## src/rtl/printer_cycle_ctl_pkg.sv

```systemverilog
`timescale 1ns/1ps
`default_nettype none
// ============================================================================
// printer_cycle_ctl_pkg : shared types and defaults for the printer cycle ctl
// Rev 1.0
// ============================================================================
package printer_cycle_ctl_pkg;

  localparam int         CNT_W          = 16;
  localparam logic [7:0] DEF_SPACE_CODE = 8'h40;
  localparam logic [7:0] DEF_CR_CODE    = 8'h15;

  typedef enum logic [2:0] {
    ST_INIT   = 3'd0,
    ST_IDLE   = 3'd1,
    ST_DECIDE = 3'd2,
    ST_FIRE   = 3'd3,
    ST_WAIT   = 3'd4,
    ST_ERROR  = 3'd5
  } state_e;

  typedef enum logic [2:0] {
    OP_PRINT      = 3'd0,
    OP_SHIFT_UP   = 3'd1,
    OP_SHIFT_DOWN = 3'd2,
    OP_SPACE      = 3'd3,
    OP_CR         = 3'd4
  } op_e;

endpackage
`default_nettype wire

```

## src/rtl/printer_cycle_ctl_done_sync.sv

```systemverilog
`timescale 1ns/1ps
`default_nettype none
// ============================================================================
// cycle_done_sync : 2-flop synchroniser with rising-edge pulse output
// Rev 1.0
// ============================================================================
module cycle_done_sync (
  input  logic i_clk,
  input  logic i_reset,
  input  logic i_async,
  output logic o_rise
);

  logic [2:0] sync_q;
  logic [2:0] sync_d;

  always_comb begin
    sync_d = {sync_q[1:0], i_async};
  end

  always_ff @(posedge i_clk or posedge i_reset) begin
    if (i_reset) begin
      sync_q <= 3'b000;
    end else begin
      sync_q <= sync_d;
    end
  end

  // sync_q[1] is the first metastability-safe stage, sync_q[2] its history
  assign o_rise = sync_q[1] & ~sync_q[2];

endmodule
`default_nettype wire

```

## src/rtl/printer_cycle_ctl.sv

```systemverilog
`timescale 1ns/1ps
`default_nettype none
// ============================================================================
// printer_cycle_ctl : one 1052/2150 print/shift/space/CR cycle per character
// Rev 1.0
// ============================================================================
module printer_cycle_ctl
  import printer_cycle_ctl_pkg::*;
#(
  parameter int unsigned MAG_PULSE_CYC = 16,
  parameter int unsigned TIMEOUT_CYC   = 4096,
  parameter logic [7:0]  SPACE_CODE    = DEF_SPACE_CODE,
  parameter logic [7:0]  CR_CODE       = DEF_CR_CODE
) (
  input  logic       i_clk,
  input  logic       i_reset,
  input  logic       i_char_valid,
  output logic       o_char_ready,
  input  logic [7:0] i_data_reg,
  input  logic [5:0] i_tt_code,
  input  logic       i_lower_case_character,
  input  logic       i_upper_case_character,
  input  logic       i_cycle_done,
  input  logic       i_error_clear,
  output logic [5:0] o_tt_mag,
  output logic       o_print_mag,
  output logic       o_shift_up_mag,
  output logic       o_shift_down_mag,
  output logic       o_space_mag,
  output logic       o_cr_mag,
  output logic       o_upper_shift,
  output logic       o_invalid,
  output logic       o_busy,
  output logic       o_error
);

  localparam logic [7:0]       c_pulse_last = 8'(MAG_PULSE_CYC - 1);
  localparam logic [CNT_W-1:0] c_tmo_last   = CNT_W'(TIMEOUT_CYC - 1);

  state_e           state_q, state_d;
  op_e              op_q, op_d;
  logic [7:0]       data_q, data_d;
  logic [5:0]       tt_q, tt_d;
  logic             lower_q, lower_d;
  logic             upper_flag_q, upper_flag_d;
  logic             case_up_q, case_up_d;
  logic             pend_print_q, pend_print_d;
  logic             edge_seen_q, edge_seen_d;
  logic [7:0]       pulse_cnt_q, pulse_cnt_d;
  logic [CNT_W-1:0] tmo_cnt_q, tmo_cnt_d;
  logic             invalid_q, invalid_d;
  logic             w_done_rise;
  logic             w_start_fire;
  logic             w_complete;
  logic             w_is_shift;

  cycle_done_sync u_done_sync (
    .i_clk   (i_clk),
    .i_reset (i_reset),
    .i_async (i_cycle_done),
    .o_rise  (w_done_rise)
  );

  always_ff @(posedge i_clk or posedge i_reset) begin
    if (i_reset) begin
      state_q      <= ST_INIT;
      op_q         <= OP_PRINT;
      data_q       <= 8'h00;
      tt_q         <= 6'h00;
      lower_q      <= 1'b0;
      upper_flag_q <= 1'b0;
      case_up_q    <= 1'b0;
      pend_print_q <= 1'b0;
      edge_seen_q  <= 1'b0;
      pulse_cnt_q  <= 8'h00;
      tmo_cnt_q    <= '0;
      invalid_q    <= 1'b0;
    end else begin
      state_q      <= state_d;
      op_q         <= op_d;
      data_q       <= data_d;
      tt_q         <= tt_d;
      lower_q      <= lower_d;
      upper_flag_q <= upper_flag_d;
      case_up_q    <= case_up_d;
      pend_print_q <= pend_print_d;
      edge_seen_q  <= edge_seen_d;
      pulse_cnt_q  <= pulse_cnt_d;
      tmo_cnt_q    <= tmo_cnt_d;
      invalid_q    <= invalid_d;
    end
  end

  always_comb begin
    state_d      = state_q;
    op_d         = op_q;
    data_d       = data_q;
    tt_d         = tt_q;
    lower_d      = lower_q;
    upper_flag_d = upper_flag_q;
    case_up_d    = case_up_q;
    pend_print_d = pend_print_q;
    edge_seen_d  = edge_seen_q;
    pulse_cnt_d  = pulse_cnt_q;
    tmo_cnt_d    = tmo_cnt_q;
    invalid_d    = 1'b0;
    w_start_fire = 1'b0;
    w_complete   = 1'b0;
    w_is_shift   = (op_q == OP_SHIFT_UP) || (op_q == OP_SHIFT_DOWN);

    unique case (state_q)
      ST_INIT: begin
        op_d         = OP_SHIFT_DOWN;
        pend_print_d = 1'b0;
        w_start_fire = 1'b1;
      end
      ST_IDLE: begin
        if (i_char_valid) begin
          data_d       = i_data_reg;
          tt_d         = i_tt_code;
          lower_d      = i_lower_case_character;
          upper_flag_d = i_upper_case_character;
          state_d      = ST_DECIDE;
        end
      end
      ST_DECIDE: begin
        pend_print_d = 1'b0;
        w_start_fire = 1'b1;
        if (data_q == SPACE_CODE) begin
          op_d = OP_SPACE;
        end else if (data_q == CR_CODE) begin
          op_d = OP_CR;
        end else if (lower_q && case_up_q) begin
          op_d         = OP_SHIFT_DOWN;
          pend_print_d = 1'b1;
        end else if (upper_flag_q && !lower_q && !case_up_q) begin
          // lower flag takes precedence when both are set
          op_d         = OP_SHIFT_UP;
          pend_print_d = 1'b1;
        end else if (lower_q || upper_flag_q) begin
          op_d = OP_PRINT;
        end else begin
          w_start_fire = 1'b0;
          invalid_d    = 1'b1;
          state_d      = ST_IDLE;
        end
      end
      ST_FIRE: begin
        if (w_done_rise) begin
          edge_seen_d = 1'b1;
        end
        if (pulse_cnt_q == 8'h00) begin
          if (edge_seen_q || w_done_rise) begin
            w_complete = 1'b1;
          end else begin
            state_d   = ST_WAIT;
            tmo_cnt_d = '0;
          end
        end else begin
          pulse_cnt_d = pulse_cnt_q - 8'd1;
        end
      end
      ST_WAIT: begin
        if (w_done_rise) begin
          w_complete = 1'b1;
        end else if (tmo_cnt_q == c_tmo_last) begin
          state_d = ST_ERROR;
        end else begin
          tmo_cnt_d = tmo_cnt_q + CNT_W'(1);
        end
      end
      ST_ERROR: begin
        if (i_error_clear) begin
          state_d = ST_INIT;
        end
      end
      default: begin
        state_d = ST_INIT;
      end
    endcase

    // A finished shift cycle chains straight into its pending print cycle
    if (w_complete) begin
      state_d = ST_IDLE;
      if (w_is_shift) begin
        case_up_d = (op_q == OP_SHIFT_UP);
        if (pend_print_q) begin
          op_d         = OP_PRINT;
          pend_print_d = 1'b0;
          w_start_fire = 1'b1;
        end
      end
    end

    if (w_start_fire) begin
      state_d     = ST_FIRE;
      pulse_cnt_d = c_pulse_last;
      edge_seen_d = 1'b0;
    end
  end

  always_comb begin
    o_print_mag      = 1'b0;
    o_shift_up_mag   = 1'b0;
    o_shift_down_mag = 1'b0;
    o_space_mag      = 1'b0;
    o_cr_mag         = 1'b0;
    if (state_q == ST_FIRE) begin
      unique case (op_q)
        OP_PRINT:      o_print_mag      = 1'b1;
        OP_SHIFT_UP:   o_shift_up_mag   = 1'b1;
        OP_SHIFT_DOWN: o_shift_down_mag = 1'b1;
        OP_SPACE:      o_space_mag      = 1'b1;
        OP_CR:         o_cr_mag         = 1'b1;
        default:       o_print_mag      = 1'b0;
      endcase
    end
    o_tt_mag      = ((state_q == ST_FIRE) && (op_q == OP_PRINT)) ? tt_q : 6'h00;
    o_char_ready  = (state_q == ST_IDLE);
    o_busy        = (state_q != ST_IDLE) && (state_q != ST_ERROR);
    o_error       = (state_q == ST_ERROR);
    o_upper_shift = case_up_q;
    o_invalid     = invalid_q;
  end

endmodule
`default_nettype wire

```

## config.mk

```make
export PLATFORM = sky130hd
export DESIGN_NAME = printer_cycle_ctl
export DESIGN_NICKNAME = d
export VERILOG_FILES = /design/src/rtl/printer_cycle_ctl_pkg.sv /design/src/rtl/printer_cycle_ctl_done_sync.sv /design/src/rtl/printer_cycle_ctl.sv
export SDC_FILE = /design/constraint.sdc
export NUM_CORES = 1
export LEC_CHECK = 0
export BUFFER_PORTS_ARGS = -buffer_cell sky130_fd_sc_hd__buf_2
export CORE_ASPECT_RATIO = 2
export CORE_MARGIN = 2
export CORE_UTILIZATION = 53
export CTS_BUF_LIST = sky130_fd_sc_hd__clkbuf_2 sky130_fd_sc_hd__clkbuf_4 sky130_fd_sc_hd__clkbuf_8
export DETAILED_ROUTE_END_ITERATION = 8
export GPL_TIMING_DRIVEN = 0
export PLACE_DENSITY = 0.74
export SLEW_MARGIN = 20
export SYNTH_ARGS = -nofsm -noshare
export SYNTH_HDL_FRONTEND = slang
export SYNTH_SLANG_ARGS = --single-unit
```

## constraint.sdc

```tcl
create_clock -name i_clk -period 2.8 [get_ports i_clk]
set_clock_uncertainty 0.15 [all_clocks]
set_input_delay 0.14 -clock i_clk [delete_from_list [all_inputs] [get_ports i_clk]]
set_output_delay 0.14 -clock i_clk [all_outputs]
set_load 0.02 [all_outputs]
```

==> run_results.csv <==
group,metric,value,unit
sta,fmaxAchievable,0.3654,GHz
yosys,syn-num-nets,308,
floorplanning,die-area,5981,um^2
placement,place.gp.congestion,0.8814,
floorplanning,die_w,55.70,um
power_and_ir_drop,power,2.810,mW
power_and_ir_drop,p_per_area,814.1,nW/um^2
yosys,synthFlopType,"dfrtp_1",
sta,slew_headroom,50.78,%
power_and_ir_drop,ir_drop,744.7,uV
clocking,cts.clk_slew.worst_paths,100,ps
final_layout,fill_cells,416,
detailed_routing,drc,0,
sta,setup_viol,0,
clocking,h-tree-depth,2,
placement,pre_cts_ws,-42.99,ps
yosys,ys_types,60,
final_layout,stdcell_count,409,
sta,worst_pin_slew,731.5,ps
final_layout,diodes,0,
grt,grt_max_degree,54,
critical_path,crit_path_end_kind,"flop",
power_and_ir_drop,p_seq_share,40.5,%
job,maxCapViolations,0,
yosys,avgSynthCellArea,9.939,um^2
floorplanning,start_util,55.13,%
floorplanning,pin_count,37,
yosys,synth_area_leaders,"dfrtp_1 47%, mux2_2 6.8%, nor2_1 3.8%",
yosys,synth_most_common_cell,"dfrtp_1",
yosys,synth_common_cells,"53 x dfrtp_1, 29 x nor2_1, 20 x nand2_1",
clocking,worstSkewPairLatency,320,ps
critical_path,start_kind,"flop",
grt,grt_overflow_total,0,
placement,hpwl,4.722,mm
sta,final_hold_viol_count,0,
detailed_routing,vias_per_cell,6.051,
final_layout,drive_above_1_share,25.93,%
detailed_routing,routedWlPerCell,16.57,um
clocking,cts-root-buf,"clkbuf_8",
critical_path,critical_path_arrival,2840,ps
detailed_routing,vias,2475,
power_and_ir_drop,p_sw_share,36.79,%
sta,fin_crit_sh,97.75,%
detailed_routing,ant_nets,0,
final_layout,area_growth,21.86,%
power_and_ir_drop,intPower,1.776,mW
grt,grt_pass1_vias,2602,
power_and_ir_drop,clkPwrFrac,20.0,%
power_and_ir_drop,combPwrFrac,39.5,%
yosys,syn_inst,285,
sta,setup_tns,0,ps
hold_path,hold_class,"primary input to flop",
yosys,ys_seq_area_share,46.82,%
placement,placedCellCount,379,
clocking,clock_path_buffers,2,
yosys,ys.warnings.count,0,
clocking,cts_num_sinks,53,
placement,portBuffers,36,
critical_path,crit_type,"flop to flop",
placement,place_area,3088,um^2
detailed_routing,dr.pass1.iters,4,
grt,grt_pass1_wl,11.65,mm
final_layout,nNetsFinal,373,
floorplanning,core,5139,um^2
sta,timing.final.ws_setup,63.09,ps
yosys,synth_top_area_cell,"dfrtp_1",
clocking,cts_tree,"yes",
yosys,ys_ff_latch,53,
grt,antenna_found_initial,0,
yosys,yosysTopAreaCellShare,46.82,%
floorplanning,rows,37,
grt,grt_usage,24.73,%
yosys,synthArstFlopShare,100.0,%
critical_path,path_max_fanout,10,
floorplanning,chipHeight,107.4,um
outcome,status,"finished clean",
clocking,numCtsBuffers,5,
detailed_routing,drt-total-wl,6.776,mm
critical_path,cp_data_required_time,2900,ps
detailed_routing,drt_first_iter_violations,104,
power_and_ir_drop,power.switching,1.034,mW
final_layout,fin_area,3452,um^2
sta,finalMaxSlewViolations,0,
yosys,synthesis.area,2833,um^2
sta,period_minus_slack,2737,ps
power_and_ir_drop,total_leakage_power,1.506,nW
yosys,synth_edf_count,0,
[power by group through the flow]
stage	Sequential, mW	Combinational [mW]	Clock, mW
floorplan	1.10	0.816	0
finish	1.14	1.11	0.563
detailed placement	1.15	1.04	0
CTS	1.13	1.08	0.574
global placement	1.13	1.02	0
global route	1.16	1.23	0.601
[final cells by class]
| cell class | instances | area [um^2] | share of cell area, % |
|---|---|---|---|
| plain buffers | 12 | 62.56 | 1.812 |
| clock buffers | 7 | 90.09 | 2.610 |
| clock inverters | 1 | 30.03 | 0.8699 |
| inverters | 8 | 32.53 | 0.9424 |
| multi-input cells | 212 | 1448 | 41.94 |
| flip-flops and latches | 53 | 1326 | 38.42 |
| well taps | 58 | 72.57 | 2.102 |
| repair buffers | 58 | 390.4 | 11.31 |
[critical path, cell delays in order (launching register included)]
cell,delay [ps]
dfrtp_1,420
inv_1,70
ha_1,190
or3b_2,530
nor4_4,270
buf_4,190
a21oi_2,90
buf_4,180
nor4_2,370
mux2i_1,220
[flip-flops by register name, summed over array words and instances (netlist names)]
name,count
tmo_cnt_q,16
data_q,8
pulse_cnt_q,8
tt_q,6
op_q,3
state_q,3
u_done_sync.sync_q,3
edge_seen_q,1
lower_q,1
o_invalid,1
o_upper_shift,1
pend_print_q,1
upper_flag_q,1
[layout by cell type, fill, tap and decap left out, drive strengths merged, types with 2 or more instances in the layout]
master / count
a21oi: 14
a22o: 2
a22oi: 5
a31oi: 5
and2: 9
and3: 3
and4: 3
buf: 46
clkbuf: 13
dfrtp: 53
dlygate4sd3: 18
ha: 2
inv: 8
mux2: 17
mux2i: 2
nand2: 20
nand2b: 3
nand3: 6
nand3b: 3
nand4: 3
nor2: 29
nor3: 7
nor3b: 4
nor4: 9
nor4b: 2
o211ai: 3
o21ai: 10
o31ai: 5
or2: 3
or3: 5
or3b: 3
or4: 8
xnor2: 4
xor2: 5
[routing by layer]
metal	track usage (%)	vias to the layer above	wire, um
met4	13.76	0	250
li1	-	1179	-
met3	3.966	20	200
met5	0	-	0
met1	24.63	1214	2525
met2	47.11	62	3799
[cells by family (layout without fill, tap and decap cells)]
family / Yosys count / after routing / share of synthesized area [%]
flops: 53 / 53 / 46.82
buf+inv: 20 / 86 / 3.268
xor+xnor: 9 / 9 / 2.782
simple gates: 124 / 124 / 24.96
fa+ha+maj: 2 / 2 / 0.8833
mux: 19 / 19 / 7.465
compound gates: 58 / 58 / 13.83
[stage by stage]
| stage | hold WS, ps | utilization (%) |
|---|---|---|
| detailed placement | 99.81 | 60.09 |
| global route | 120.3 | 67.18 |
| global placement | 98.48 | 60.04 |
| floorplan | 21.43 | - |
| CTS | 90.03 | 66.18 |
| finish | 96.61 | 67.18 |
[final timing paths]
check,start,endpoint,slack (ps),cells after the start
worst max-delay path,pulse_cnt_q[0],tmo_cnt_q[5],60,9
worst min-delay path,i_error_clear,state_q[2],100,5
worst max register to register,pulse_cnt_q[0],tmo_cnt_q[5],60,9
worst min register to register,u_done_sync.sync_q[0],u_done_sync.sync_q[1],220,0
max in group asynchronous,i_reset,pulse_cnt_q[5],1720,3
min in group asynchronous,i_reset,u_done_sync.sync_q[0],310,3
[repair_timing]
item,4_1_cts,5_1_grt
endpoints found under the hold margin,70,0
resized for setup,2,4
hold buffers,18,0
buffers inserted,0,4
pin swaps,0,2
endpoints found under the setup margin,7,31
(Power assumes the default switching activity.)
